==> src/rtl/cache_line_fill_if.sv <==
// cache_line_fill_if: request, cache data-array and main-memory signals of the line-fill engine.
interface cache_line_fill_if #(
    parameter int WORDS_PER_LINE = 8,
    parameter int ADDR_W = 32,
    parameter int DATA_W = 32
);
    localparam int IDX_W = $clog2(WORDS_PER_LINE);
    logic              req_valid;
    logic              req_ready;
    logic [ADDR_W-1:0] req_addr;
    logic              req_dirty;
    logic [ADDR_W-1:0] req_wb_addr;
    logic              busy;
    logic              done;
    logic [IDX_W-1:0]  cache_word_idx;
    logic [DATA_W-1:0] cache_rdata;
    logic              cache_we;
    logic [DATA_W-1:0] cache_wdata;
    logic              mem_rden;
    logic              mem_wren;
    logic [ADDR_W-1:0] mem_addr;
    logic [DATA_W-1:0] mem_wdata;
    logic [DATA_W-1:0] mem_rdata;
    logic              mem_valid;
    modport master (
        output req_valid, req_addr, req_dirty, req_wb_addr, cache_rdata, mem_rdata, mem_valid,
        input  req_ready, busy, done, cache_word_idx, cache_we, cache_wdata,
               mem_rden, mem_wren, mem_addr, mem_wdata
    );
    modport slave (
        input  req_valid, req_addr, req_dirty, req_wb_addr, cache_rdata, mem_rdata, mem_valid,
        output req_ready, busy, done, cache_word_idx, cache_we, cache_wdata,
               mem_rden, mem_wren, mem_addr, mem_wdata
    );
endinterface

==> src/rtl/cache_line_fill.sv <==
// cache_line_fill: writes back a dirty victim line, then fetches the missing line word by word.
module cache_line_fill #(
    parameter int WORDS_PER_LINE = 8,
    parameter int ADDR_W = 32,
    parameter int DATA_W = 32
) (
    input logic CLK,
    input logic RST,
    cache_line_fill_if.slave bus
);
    localparam int IDX_W = $clog2(WORDS_PER_LINE);
    localparam int OFF = IDX_W + 2;
    typedef enum logic [1:0] {IDLE, WRITEBACK, FILL, DONE} state_t;
    state_t state, state_next;
    logic [IDX_W-1:0] cnt, cnt_next;
    logic [ADDR_W-1:0] fill_base, wb_base, word_off;
    logic accept, last;
    assign word_off = ADDR_W'({cnt, 2'b00});
    assign last = cnt == IDX_W'(WORDS_PER_LINE - 1);
    always_ff @(posedge CLK) begin
        if (RST) begin
            state     <= IDLE;
            cnt       <= '0;
            fill_base <= '0;
            wb_base   <= '0;
        end else begin
            state <= state_next;
            cnt   <= cnt_next;
            if (accept) begin
                fill_base <= {bus.req_addr[ADDR_W-1:OFF], OFF'(0)};
                wb_base   <= {bus.req_wb_addr[ADDR_W-1:OFF], OFF'(0)};
            end
        end
    end
    always_comb begin
        state_next         = state;
        cnt_next           = cnt;
        accept             = 1'b0;
        bus.req_ready      = 1'b0;
        bus.busy           = 1'b0;
        bus.done           = 1'b0;
        bus.cache_word_idx = '0;
        bus.cache_we       = 1'b0;
        bus.cache_wdata    = '0;
        bus.mem_rden       = 1'b0;
        bus.mem_wren       = 1'b0;
        bus.mem_addr       = '0;
        bus.mem_wdata      = '0;
        case (state)
            IDLE: begin
                bus.req_ready = 1'b1;
                accept        = bus.req_valid;
                if (accept) begin
                    cnt_next   = '0;
                    state_next = bus.req_dirty ? WRITEBACK : FILL;
                end
            end
            WRITEBACK: begin
                bus.busy           = 1'b1;
                bus.mem_wren       = 1'b1;
                bus.mem_addr       = wb_base + word_off;
                bus.cache_word_idx = cnt;
                bus.mem_wdata      = bus.cache_rdata;
                if (bus.mem_valid) begin
                    cnt_next   = cnt + 1'b1;
                    state_next = last ? FILL : WRITEBACK;
                end
            end
            FILL: begin
                bus.busy           = 1'b1;
                bus.mem_rden       = 1'b1;
                bus.mem_addr       = fill_base + word_off;
                bus.cache_word_idx = cnt;
                bus.cache_we       = bus.mem_valid;
                bus.cache_wdata    = bus.mem_rdata;
                if (bus.mem_valid) begin
                    cnt_next   = cnt + 1'b1;
                    state_next = last ? DONE : FILL;
                end
            end
            default: begin
                bus.busy   = 1'b1;
                bus.done   = 1'b1;
                state_next = IDLE;
            end
        endcase
    end
endmodule

==> src/flat_wrapper.sv <==
// flat-port wrapper written by rule: the top's interface ports become plain ports
module cache_line_fill_flat 
#(
    parameter int WORDS_PER_LINE = 8,
    parameter int ADDR_W = 32,
    parameter int DATA_W = 32
)
  (CLK, RST, bus_req_valid, bus_req_addr, bus_req_dirty, bus_req_wb_addr, bus_cache_rdata, bus_mem_rdata, bus_mem_valid, bus_req_ready, bus_busy, bus_done, bus_cache_word_idx, bus_cache_we, bus_cache_wdata, bus_mem_rden, bus_mem_wren, bus_mem_addr, bus_mem_wdata);
  cache_line_fill_if #(.WORDS_PER_LINE(WORDS_PER_LINE), .ADDR_W(ADDR_W), .DATA_W(DATA_W)) bus_i ();
  input logic CLK;
  input logic RST;
  input wire logic [$bits(bus_i.req_valid)-1:0] bus_req_valid;
  input wire logic [$bits(bus_i.req_addr)-1:0] bus_req_addr;
  input wire logic [$bits(bus_i.req_dirty)-1:0] bus_req_dirty;
  input wire logic [$bits(bus_i.req_wb_addr)-1:0] bus_req_wb_addr;
  input wire logic [$bits(bus_i.cache_rdata)-1:0] bus_cache_rdata;
  input wire logic [$bits(bus_i.mem_rdata)-1:0] bus_mem_rdata;
  input wire logic [$bits(bus_i.mem_valid)-1:0] bus_mem_valid;
  output wire logic [$bits(bus_i.req_ready)-1:0] bus_req_ready;
  output wire logic [$bits(bus_i.busy)-1:0] bus_busy;
  output wire logic [$bits(bus_i.done)-1:0] bus_done;
  output wire logic [$bits(bus_i.cache_word_idx)-1:0] bus_cache_word_idx;
  output wire logic [$bits(bus_i.cache_we)-1:0] bus_cache_we;
  output wire logic [$bits(bus_i.cache_wdata)-1:0] bus_cache_wdata;
  output wire logic [$bits(bus_i.mem_rden)-1:0] bus_mem_rden;
  output wire logic [$bits(bus_i.mem_wren)-1:0] bus_mem_wren;
  output wire logic [$bits(bus_i.mem_addr)-1:0] bus_mem_addr;
  output wire logic [$bits(bus_i.mem_wdata)-1:0] bus_mem_wdata;
  assign bus_i.req_valid = bus_req_valid;
  assign bus_i.req_addr = bus_req_addr;
  assign bus_i.req_dirty = bus_req_dirty;
  assign bus_i.req_wb_addr = bus_req_wb_addr;
  assign bus_i.cache_rdata = bus_cache_rdata;
  assign bus_i.mem_rdata = bus_mem_rdata;
  assign bus_i.mem_valid = bus_mem_valid;
  assign bus_req_ready = bus_i.req_ready;
  assign bus_busy = bus_i.busy;
  assign bus_done = bus_i.done;
  assign bus_cache_word_idx = bus_i.cache_word_idx;
  assign bus_cache_we = bus_i.cache_we;
  assign bus_cache_wdata = bus_i.cache_wdata;
  assign bus_mem_rden = bus_i.mem_rden;
  assign bus_mem_wren = bus_i.mem_wren;
  assign bus_mem_addr = bus_i.mem_addr;
  assign bus_mem_wdata = bus_i.mem_wdata;
  cache_line_fill #(.WORDS_PER_LINE(WORDS_PER_LINE), .ADDR_W(ADDR_W), .DATA_W(DATA_W)) u_core (.CLK(CLK), .RST(RST), .bus(bus_i));
endmodule
==> config.mk <==
export PLATFORM = sky130hd
export DESIGN_NAME = cache_line_fill_flat
export DESIGN_NICKNAME = d
export VERILOG_FILES = /design/src/rtl/cache_line_fill_if.sv /design/src/rtl/cache_line_fill.sv /design/src/flat_wrapper.sv
export SDC_FILE = /design/constraint.sdc
export NUM_CORES = 1
export LEC_CHECK = 0
export ABC_AREA = 1
export BUFFER_PORTS_ARGS = -buffer_cell sky130_fd_sc_hd__buf_2
export CORE_MARGIN = 2
export CORE_UTILIZATION = 37
export CTS_CLUSTER_DIAMETER = 120
export DETAILED_ROUTE_END_ITERATION = 10
export PLACE_DENSITY = 0.86
export SYNTH_ARGS = -nofsm -noshare
export SYNTH_HDL_FRONTEND = slang
export SYNTH_SLANG_ARGS = --single-unit
==> constraint.sdc <==
create_clock -name CLK -period 1.31 [get_ports CLK]
set_clock_uncertainty 0.05 [all_clocks]
set_input_delay 0.0655 -clock CLK [delete_from_list [all_inputs] [get_ports CLK]]
set_output_delay 0.0655 -clock CLK [all_outputs]
set_load 0.02 [all_outputs]
==> reports/qor.csv <==
stage,metric,value,unit
drt,wire_per_inst,18.7,um
sta,fin_crit_sh,137,%
placement,numPortBuffers,225,
flow_run,max_cap_viol_count,0,
clock_tree,tritoncts_num_sinks,59,
grt,grt.overflow.total,0,
critical_path,critPathMaxFanout,12,
worst_hold_path,hold_start,bus_req_dirty,
critical_path,cp-start-kind,register,
sta,slew_violations,0,
critical_path,cp_slowest_cell,dfxtp_4,
placement,dp_slack,-0.0854,ns
power,p_comb_share,63.3,%
clock_tree,path_clk_slew,0.07,ns
critical_path,rr_endpoint,u_core.state[0],
die,core_area,0.00859,mm^2
run_status,violations,setup timing,
critical_path,setup.worst_path.class,reg2out,
worst_hold_path,hold_path_depth,6,
critical_path,r2r_cells,9,
critical_path,cp_data_arrival_time,1.69,ns
power,ir_drop,1190,uV
drt,antenna_left,0,
placement,placedCellCount,858,
power,p_seq_share,21.8,%
final_layout,area_growth,121,%
grt,grt_pass1_vias,4564,
critical_path,worst_path_most_repeated_cell,buf_6,
logic_synthesis,synth_top_area_share,36.6,%
sta,setup_slack,-0.491,ns
logic_synthesis,yosys.area.top_type,dfxtp_1,
critical_path,path_buf_inv,3,
clock_tree,numCtsBuffers,9,
power,power_density,1670,mW/mm^2
logic_synthesis,yosys.cell_count.top_type,nand2_1,
power,switching_power,5330,uW
logic_synthesis,synth_cells,533,
power,leakagePower,0.00365,uW
grt,antenna_found_initial,1,
power,swShare,44.7,%
die,ios,238,
critical_path,path_cells,buf_6 -> ha_4 -> buf_12 -> nand2_1 -> a21oi_4 -> buf_6,
final_layout,nets,978,
logic_synthesis,async_reset_ff_share,0,%
critical_path,slowest_delay,0.37,ns
die,dieWidth,97.4,um
run_status,status,"complete, but fails checks",
final_layout,final_area,0.00713,mm^2
critical_path,crit_path_end_kind,primary output,
critical_path,required,1.19,ns
clock_tree,cts_buffer_depth,2,
logic_synthesis,yosysUniqueCellTypes,20,
clock_tree,tritoncts,yes,
worst_hold_path,hp-class,in2reg,
logic_synthesis,synth_enable_flop_cells,0,
drt,finalWirelength,17.8,mm
final_layout,utilization,83.0,%
logic_synthesis,synth_commonest_cells,"nand2_1 (140), nor2_1 (115), inv_1 (79)",
grt,grt_max_degree,57,
worst_hold_path,hold_path_end,u_core.state[1],
logic_synthesis,synth_ff_type,dfxtp_1,
clock_tree,cts-root-buf,clkbuf_8,
die,rows,34,
power,p_int,6600,uW
critical_path,rrSetupSlack,-0.29,ns
drt,vias,4972,
grt,grt_pass1_wl,21.4,mm
logic_synthesis,synth_seq_cells,59,
placement,hpwl,8.04,mm
sta,hold_viol_final,0,
grt,grt_usage,28.2,%
die,dieArea,0.00949,mm^2
logic_synthesis,synth.area.top_cells,"dfxtp_1 (37%), nand2_1 (16%), nor2_1 (13%), inv_1 (9.2%), o21ai_0 (6.7%)",
logic_synthesis,synth_area,0.00323,mm^2
sta,max_freq,0.555,GHz
critical_path,rr_startpoint,u_core.state[0],
final_layout,finalNonFillerCells,953,
clock_tree,clk_latency,0.34,ns
critical_path,cp.depth,6,
logic_synthesis,synth_seq_area_share,36.6,%
sta,min_period,1.80,ns
power,clockPowerShare,14.9,%
logic_synthesis,yosysWarnings,0,
final_layout,layout-drive-gt1-share,52.7,%
logic_synthesis,synth.avg_cell_area,6.06,um^2
drt,drt_iter0_drc,341,
sta,setup_viol_count_final,161,
placement,routabilityCongestion,0.784,
die,start_util,37.6,%
placement,placed_area,0.00498,mm^2
drt,firstDrtPassIters,6,
drt,vias_per_cell,5.22,
sta,rsz0062_at_grt,true,
critical_path,cp_top_family,buffers and inverters,
drt,drcViolationCount,0,
die,fp.dieH,97.4,um
clock_tree,htreeDepth,3,
## cells in the final DEF (no fill, tap or decap), types with 2 or more instances in the layout
cell type,Yosys,final
a21oi_1,32,2
a21oi_2,0,3
a21oi_4,0,27
buf_12,0,12
buf_16,0,2
buf_2,17,134
buf_4,3,20
buf_6,6,96
buf_8,0,3
clkbuf_16,0,7
clkbuf_8,0,11
clkinv_2,0,2
clkinv_8,0,2
conb_1,1,2
dfxtp_1,59,57
dlygate4sd3_1,0,55
ha_1,6,2
ha_4,0,4
inv_1,79,50
inv_2,1,30
nand2_1,140,104
nand2_2,0,25
nand2_4,1,11
nand3_1,6,2
nand3_2,0,4
nor2_1,115,88
nor2_2,0,10
nor2_4,0,17
o21ai_0,43,12
o21ai_1,12,23
o21ai_2,0,18
o21ai_4,0,2
## stage by stage
| step | hold slack (ns) | total power, uW | TNS (ns) |
|---|---|---|---|
| after CTS | 0.0680 | 9930 | -32.50 |
| after global routing | 0.162 | 12400 | -46.64 |
| after detailed placement | 0.245 | 7330 | -2.88 |
| final | 0.127 | 11900 | -39.22 |
| after global placement | 0.237 | 7250 | -2.08 |
| after floorplan | 0.0749 | 5830 | -1.20 |
## routing by layer
| layer | vias up | track usage, % | routed length [um] | share of wire (%) |
|---|---|---|---|---|
| met1 | 2292 | 27.0 | 5870 | 33 |
| met3 | 132 | 5.90 | 1300 | 7.3 |
| met5 | - | 0 | 0 | 0 |
| li1 | 2206 | - | - | - |
| met4 | 0 | 17.0 | 1400 | 7.9 |
| met2 | 342 | 54.3 | 9240 | 52 |
## worst min-delay path: cells and delay by family
kind	cells	cell delay (ns)
AND/OR/NAND/NOR	3	0.25
buffers and inverters	2	0.14
AO/OA/AOI/OAI	1	0.05
## state kept, by name, indices dropped and copies added (netlist names)
| name | count |
|---|---|
| u_core.wb_base | 27 |
| u_core.cnt | 3 |
| u_core.state | 2 |
| u_core.fill_base | 27 |
## cell type report
class | instances | area [um^2]
Antenna cell | 1 | 2.50
Sequential cell | 59 | 1190
Fill cell | 432 | 1460
Clock inverter | 4 | 48.8
Tap cell | 108 | 135
Timing Repair Buffer | 329 | 2970
Clock buffer | 12 | 155
Multi-Input combinational cell | 358 | 2310
Inverter | 82 | 333
## kinds of logic after synthesis
logic type | Yosys count | synth area share (%)
fa+ha+maj | 6 | 2.33
buf+inv | 117 | 16.3
compound gates | 87 | 13.5
other cells | 1 | 0.116
simple gates | 263 | 31.2
flops | 59 | 36.6
## worst max-delay path by stage
stage,to,from
floorplan,bus_mem_addr[10],u_core.state[1]
global placement,bus_mem_addr[30],u_core.state[0]
detailed placement,bus_mem_addr[28],u_core.state[0]
CTS,bus_mem_addr[6],u_core.state[0]
global route,bus_mem_addr[9],u_core.state[0]
finish,bus_mem_addr[9],u_core.state[0]
## what timing repair did
item | in CTS | in global routing
hold endpoints to repair | 57 | 0
hold buffers | 55 | 0
gates cloned | 1 | 12
resized for setup | 156 | 223
pin swaps | 5 | 14
buffers inserted | 5 | 5
endpoints found under the setup margin | 112 | 145
## power groups by stage
stage	Sequential [uW]	Combinational, uW	Clock [uW]
after CTS	2440	5760	1730
after global placement	2460	4780	0
after detailed placement	2490	4850	0
after global routing	2620	7930	1860
after floorplan	2440	3390	0
final	2600	7550	1780
Note: power is estimated with default switching activity, not from simulation.
